`src/rtl/miner_csr.sv`:
```
// Avalon-MM control/status register block for a SHA-based miner core.
// Optional MINER_CSR_ATOMIC64_EN adds a shadow register so the 64-bit solution reads as one snapshot.
module miner_csr (
  input  logic         clk,
  input  logic         rst,
  input  logic [4:0]   avs_address,
  input  logic         avs_read,
  input  logic         avs_write,
  input  logic [31:0]  avs_writedata,
  output logic [31:0]  avs_readdata,
  output logic         avs_readdatavalid,
  output logic [255:0] header,
  output logic [255:0] difficulty,
  output logic [63:0]  start_nonce,
  output logic [18:0]  control,
  input  logic [63:0]  solution,
  input  logic [6:0]   status,
  input  logic         miner_irq,
  input  logic         bsy,
  output logic         irq
);

  localparam logic [4:0]  ADDR_NONCE_LO = 5'h10;
  localparam logic [4:0]  ADDR_NONCE_HI = 5'h11;
  localparam logic [4:0]  ADDR_CONTROL  = 5'h12;
  localparam logic [4:0]  ADDR_STATUS   = 5'h13;
  localparam logic [4:0]  ADDR_SOL_LO   = 5'h14;
  localparam logic [4:0]  ADDR_SOL_HI   = 5'h15;
  localparam logic [4:0]  ADDR_IRQ_PEND = 5'h16;
  localparam logic [4:0]  ADDR_IRQ_EN   = 5'h17;
  localparam logic [4:0]  ADDR_ID       = 5'h18;
  localparam logic [4:0]  ADDR_BUSY     = 5'h19;
  localparam logic [31:0] ID_VALUE      = 32'h5348_4133;

  logic [7:0][31:0] header_r;
  logic [7:0][31:0] difficulty_r;
  logic [1:0][31:0] nonce_r;
  logic             irq_pending;
  logic             irq_enable;
  logic             miner_irq_q;
  logic [31:0]      busy_cycles;
  logic [31:0]      rd_data;
  logic             rd_accept;
  logic             irq_rise;
  logic             irq_clear;
  logic             run_start;

  assign header      = header_r;
  assign difficulty  = difficulty_r;
  assign start_nonce = nonce_r;

  // A simultaneous write wins; the read is dropped entirely.
  assign rd_accept = avs_read && !avs_write;
  assign irq_rise  = miner_irq && !miner_irq_q;
  assign irq_clear = avs_write && (avs_address == ADDR_IRQ_PEND) && avs_writedata[0];
  assign run_start = avs_write && (avs_address == ADDR_CONTROL) &&
                     avs_writedata[0] && !control[0];

`ifdef MINER_CSR_ATOMIC64_EN
  logic [31:0] sol_shadow;

  always_ff @(posedge clk) begin
    if (rst)
      sol_shadow <= '0;
    else if (rd_accept && (avs_address == ADDR_SOL_LO))
      sol_shadow <= solution[63:32];
  end
`endif

  // NOTE: every output of this block gets a default first so no latch is inferred.
  always_comb begin
    rd_data = '0;
    if (avs_address[4:3] == 2'b00) begin
      rd_data = header_r[avs_address[2:0]];
    end else if (avs_address[4:3] == 2'b01) begin
      rd_data = difficulty_r[avs_address[2:0]];
    end else begin
      case (avs_address)
        ADDR_NONCE_LO: rd_data = nonce_r[0];
        ADDR_NONCE_HI: rd_data = nonce_r[1];
        ADDR_CONTROL:  rd_data = {13'd0, control};
        ADDR_STATUS:   rd_data = {25'd0, status};
        ADDR_SOL_LO:   rd_data = solution[31:0];
`ifdef MINER_CSR_ATOMIC64_EN
        ADDR_SOL_HI:   rd_data = sol_shadow;
`else
        ADDR_SOL_HI:   rd_data = solution[63:32];
`endif
        ADDR_IRQ_PEND: rd_data = {31'd0, irq_pending};
        ADDR_IRQ_EN:   rd_data = {31'd0, irq_enable};
        ADDR_ID:       rd_data = ID_VALUE;
        ADDR_BUSY:     rd_data = busy_cycles;
        default:       rd_data = '0;
      endcase
    end
  end

  // NOTE: all state uses non-blocking assignments so every register samples pre-edge values.
  always_ff @(posedge clk) begin
    if (rst) begin
      header_r          <= '0;
      difficulty_r      <= '0;
      nonce_r           <= '0;
      control           <= '0;
      irq_pending       <= 1'b0;
      irq_enable        <= 1'b0;
      miner_irq_q       <= 1'b0;
      busy_cycles       <= '0;
      irq               <= 1'b0;
      avs_readdata      <= '0;
      avs_readdatavalid <= 1'b0;
    end else begin
      miner_irq_q <= miner_irq;

      if (avs_write) begin
        if (avs_address[4:3] == 2'b00) begin
          header_r[avs_address[2:0]] <= avs_writedata;
        end else if (avs_address[4:3] == 2'b01) begin
          difficulty_r[avs_address[2:0]] <= avs_writedata;
        end else begin
          case (avs_address)
            ADDR_NONCE_LO: nonce_r[0] <= avs_writedata;
            ADDR_NONCE_HI: nonce_r[1] <= avs_writedata;
            ADDR_CONTROL:  control    <= avs_writedata[18:0];
            ADDR_IRQ_EN:   irq_enable <= avs_writedata[0];
            default: ;
          endcase
        end
      end

      // A new miner edge outranks a concurrent write-1-to-clear.
      if (irq_rise)
        irq_pending <= 1'b1;
      else if (irq_clear)
        irq_pending <= 1'b0;

      if (run_start)
        busy_cycles <= '0;
      else if (bsy && (busy_cycles != 32'hFFFF_FFFF))
        busy_cycles <= busy_cycles + 32'd1;

      irq <= irq_pending && irq_enable;

      if (rd_accept) begin
        avs_readdatavalid <= 1'b1;
        avs_readdata      <= rd_data;
      end else begin
        avs_readdatavalid <= 1'b0;
        avs_readdata      <= '0;
      end
    end
  end

endmodule

```
`config.mk`:
```
export PLATFORM = sky130hd
export DESIGN_NAME = miner_csr
export DESIGN_NICKNAME = d
export VERILOG_FILES = /design/src/rtl/miner_csr.sv
export SDC_FILE = /design/constraint.sdc
export NUM_CORES = 2
export LEC_CHECK = 0
export ABC_AREA = 1
export CORE_ASPECT_RATIO = 0.8
export CORE_MARGIN = 8
export CORE_UTILIZATION = 25
export CTS_BUF_LIST = sky130_fd_sc_hd__clkbuf_2 sky130_fd_sc_hd__clkbuf_4 sky130_fd_sc_hd__clkbuf_8
export DETAILED_ROUTE_END_ITERATION = 12
export GPL_ROUTABILITY_DRIVEN = 0
export GPL_TIMING_DRIVEN = 1
export PLACE_DENSITY_LB_ADDON = 0.3
export SLEW_MARGIN = 20
export SYNTH_ARGS = -nofsm -noshare
export SYNTH_HDL_FRONTEND = slang
export SYNTH_SLANG_ARGS = --single-unit
```
`constraint.sdc`:
```
create_clock -name clk -period 3.7 [get_ports clk]
set_input_delay 0.37 -clock clk [delete_from_list [all_inputs] [get_ports clk]]
set_output_delay 0.37 -clock clk [all_outputs]
set_load 0.005 [all_outputs]
```
After elaboration in Yosys (flattened, before gate mapping):

Cells that the tools add are included.

* output and inout bits: 629
* input port bits: 114
* register bits after elaboration: 664

* bitwise operators: 3
* order comparisons: 2
* reductions and logical operators: 23
* equality and inequality tests: 12
* add/subtract/negate cells: 1
* mux-type cells: 14

Operators with widths (number)
* bitwise mux 256 bit: 2
* one-hot mux 32 bit (10 select lines): 1
* binary-select mux 32 bit (select 3 bit): 2
* 2-to-1 mux 32 bit: 5
* demux 32 bit (select 3 bit): 1
* equality test 5 bit, second input constant: 10
* adder 32 x 1 -> 32 bit, second input constant: 1
* != test 32 bit, second input constant: 1
* AND reduction 4 bit: 4
* logical AND 1 bit: 10
* < comparator 3 x 4 -> 1 bit, second input constant: 1
* OR reduction 2 bit: 2
* >= comparator 3 x 1 -> 1 bit, second input constant: 1
* zero test 1 bit: 3
* 2-to-1 mux 1 bit: 3
* inverter 1 bit: 3
* AND reduction 3 bit: 1
* equality test 2 x 1 -> 1 bit, second input constant: 1
* zero test 2 bit: 1
* AND reduction 2 bit: 1
* nonzero test 2 bit: 1

Longest topological paths before layout:

* depth after elaboration: 5
* depth in mapped cells: 12
* gate-level depth less buffers: 10

Worst setup path after synthesis:

No wires, ideal clock.

* kind: flip-flop to flip-flop
* start: register busy_cycles[0]
* end: register busy_cycles[18]
* path buffers: 1
* slack: 1900 ps
* data required time: 3580 ps
* library setup time: 120 ps
* data arrival time: 1681 ps
* cell stages (with the launch flop): 12
* cell sequence: dfxtp_1 -> ha_1 -> inv_1 -> nor2_4 -> nand2_1 -> nor2_2 -> nand2_2 -> nand2_2 -> inv_2 -> clkbuf_1 -> nand2_1 -> a21oi_1

* longest elaborated chain between the ends: 2
* elaborated cells on any way between the ends: 3
* classes of those cells: 1 x add/sub; 1 x eq/ne; 1 x reduce/logical

Ends and longest elaborated chain
* from (decl): line 41 `logic [31:0] busy_cycles;`
* from (signal assigned): line 140 `busy_cycles <= busy_cycles + 32'd1;`
* branches (longest 2 deep; another with adder 32 x 1 -> 32 bit)

Parallel ways; which one is timed is not known.
A chain may end at the register's enable or synchronous reset.

Worst setup path after layout:

* start: register busy_cycles[1]
* end: register busy_cycles[11]

The elaborated chain is that of the path after synthesis.

==> results.toml <==
[outcome]
status = "finished, final reports clean"

[grt]
grt_max_degree = 169
grt_pass1_vias = 30490
grt_usage_pct = 24.61
grt_overflow = 0
antenna_found_initial = 9
grt_pass1_wl_um = 236600

[run]
drv_cap = 0

[setup_path]
r2r_cells = 10
path_max_fanout = 21
worstSetupStartpoint = "busy_cycles[1]"
slowest_delay_ns = 0.42
r2r-start = "busy_cycles[1]"
cp-endpoint = "busy_cycles[11]"
worstPathArrival_ns = 3.26
critPathBufInv = 2
required_ns = 4.48
crit_path_start_kind = "register"
reg2reg_slack_ns = 1.22
crit_type = "register to register"
r2r_end = "busy_cycles[11]"
cp_slowest_cell = "dfxtp_1"
crit_cells = 10
worstPathCellList = "ha_1 -> inv_1 -> nor2_4 -> nand2_1 -> nor2_2 -> nand2_2 -> nand2_2 -> buf_4 -> nand2_1 -> a21oi_1"
critical_path.top_delay_family = "simple AND/OR/NAND/NOR gates"
cp-end-kind = "register"

[die]
die_y_um = 324.7
rows = 113
io_pins = 743
start_util_pct = 25.14
die_x_um = 401.9
dieArea_sq_um = 130500
coreArea_sq_um = 118500

[sta]
rsz0062_at_grt = "no"
max-slew-margin-rel_pct = 21.38
finalCritPeriodShare_pct = 67.14
drv_slew = 0
hold_violations = 0
setup-tns-final_ns = 0
fmax_mhz = 402.6
whs_ns = 0.09016
period_minus_slack_ns = 2.484
tightest_slew_ns = 1.176
finalClockSkew_ns = 0.04831
finalSetupViolCount = 0

[drt]
drtPass1Iterations = 6
wl_um = 169600
initialDrtViolationCount = 2958
wl_per_cell_um = 25.03
drtAntennaViolNets = 0
drc_errors = 0
via_per_inst = 4.818
dr_total_vias = 32640

[synthesis]
syn_area_per_cell_sq_um = 6.615
yosysWarningCount = 0
netlist_area_sq_um = 29780
synth_nets = 4617
yosysMostFrequentCell = "nor2_1"
yosysTopAreaCell = "dfxtp_1"
synth_edf_count = 0
ys_top_cells_by_area = "dfxtp_1 45%, nor2_1 13%, o21ai_0 11%"
ys_ff_latch = 664
ys_types = 32
yosysSeqAreaShare_pct = 44.63
async_flop_share_pct = 0
yosys.area.top_type_share_pct = 44.63
synthFlopType = "dfxtp_1"
yosys-top-cells-count = "1,015 x nor2_1, 674 x nand2_1, 664 x dfxtp_1"
synthCells = 4502

[clock_network]
htreeDepth = 3
clock_path_buffers = 3
root_buffer = "clkbuf_8"
cts_sinks = 664
postCtsHoldBufs = 0
clk_pin_slew_ns = 0.07
cts_made_buffers = 119
cts_resized = 0
cts_tree = "built"
cts_post_setup_buffers_inserted = 0
clock_latency_ns = 0.85

[pwr]
power_frac_seq_pct = 43.8
p_switching_mw = 4.493
clkPwrFrac_pct = 47.5
p_per_area_nw_per_um2 = 403.8
p_leak_nw = 14.91
p_int_mw = 12.24
p_comb_share_pct = 8.8
p_sw_share_pct = 26.86
worst_ir_drop_vdd_mv = 0.2443

[final_layout]
drive_above_1_share_pct = 7.251
area_growth_pct = 39.11
nets = 5233

[placed_design]
dp_hpwl_um = 124100
io_buffer_count = 742

[hold_path]
hp-class = "primary input to register"
[placed cells by master (no fill, tap or decap), types with 16 or more instances in the layout]
cell	Yosys	layout
buf_4	3	75
nor2_1	1015	1012
nand2_2	4	18
clkinv_2	0	16
nand3_1	221	220
inv_1	376	375
clkdlybuf4s50_1	0	734
inv_2	18	16
buf_12	0	16
dfxtp_1	664	664
a21oi_1	430	430
nand2_1	674	657
nand4_1	21	21
o21ai_0	637	637
clkbuf_4	0	38
clkbuf_8	0	154
o21ai_1	48	48
[worst min-delay path, delay by kind of cell]
kind | cells | cell delay, ns
buffers and inverters | 1 | 0.30
AND/OR/NAND/NOR | 2 | 0.22
[state kept, by name, summed over array words and instances (netlist names)]
register / count
difficulty: 256
irq: 1
control: 19
miner_irq_q: 1
avs_readdatavalid: 1
irq_pending: 1
busy_cycles: 32
start_nonce: 64
irq_enable: 1
avs_readdata: 32
header: 256
[stage by stage]
step | utilization [%] | area (sq um) | setup slack [ns] | std cells | power (mW)
floorplan | - | 29780 | 1.900 | 4502 | 8.097
global placement | 32.69 | 38730 | 0.6089 | 6549 | 8.936
detailed placement | 32.68 | 38720 | 0.5994 | 6549 | 8.942
CTS | 34.95 | 41410 | 1.231 | 6765 | 16.86
global route | 34.96 | 41420 | 1.093 | 6773 | 17.28
finish | 34.97 | 41430 | 1.216 | 6775 | 16.73
[power groups by stage]
stage | sequential [mW] | combinational [mW] | clock, mW
3_5_place_dp | 7.48 | 1.47 | 0
6_report | 7.32 | 1.47 | 7.94
4_1_cts | 7.32 | 1.47 | 8.07
5_1_grt | 7.33 | 1.57 | 8.39
3_3_place_gp | 7.47 | 1.46 | 0
2_1_floorplan | 7.46 | 0.637 | 0
[worst min-delay path by stage]
| stage | from | endpoint | slack, ns | depth (start not counted) |
|---|---|---|---|---|
| after global placement | miner_irq_q | irq_pending | 0.40 | 1 |
| after CTS | avs_writedata[14] | header[174] | 0.005 | 3 |
| after global routing | miner_irq | miner_irq_q | 0.04 | 3 |
| after detailed placement | miner_irq_q | irq_pending | 0.41 | 1 |
| after floorplan | miner_irq_q | irq_pending | 0.40 | 1 |
| final | avs_writedata[14] | header[174] | 0.09 | 3 |
[per-layer routing]
layer | vias up | GRT usage [%] | wire (um)
met5 | - | 0 | 0
met4 | 0 | 9.795 | 7536
met3 | 279 | 6.942 | 14300
met2 | 1350 | 39.52 | 77130
met1 | 15410 | 31.11 | 70620
li1 | 15600 | - | -
[cell type report]
type | instances | area, sq um
antenna | 10 | 25.02
clock buffer | 192 | 2405
clock inverter | 24 | 285.3
fill | 12730 | 77050
inverter | 397 | 1500
multi-input combinational | 3104 | 13710
sequential | 664 | 13290
tap | 1552 | 1942
timing repair buffer | 832 | 8272
[kinds of logic (layout without fill, tap and decap cells)]
kind of cell / after synthesis / in the layout / synth area share, %
AND/OR/NAND/NOR: 1968 / 1968 / 26.40
other: 0 / 10 / 0
AO/OA/AOI/OAI: 1120 / 1120 / 18.85
buffers and inverters: 734 / 1445 / 9.629
flip-flops: 664 / 664 / 44.63
adder cells (fa/ha/maj): 1 / 1 / 0.04201
XOR/XNOR: 15 / 15 / 0.4411
Note: power is estimated with default switching activity, not from simulation.
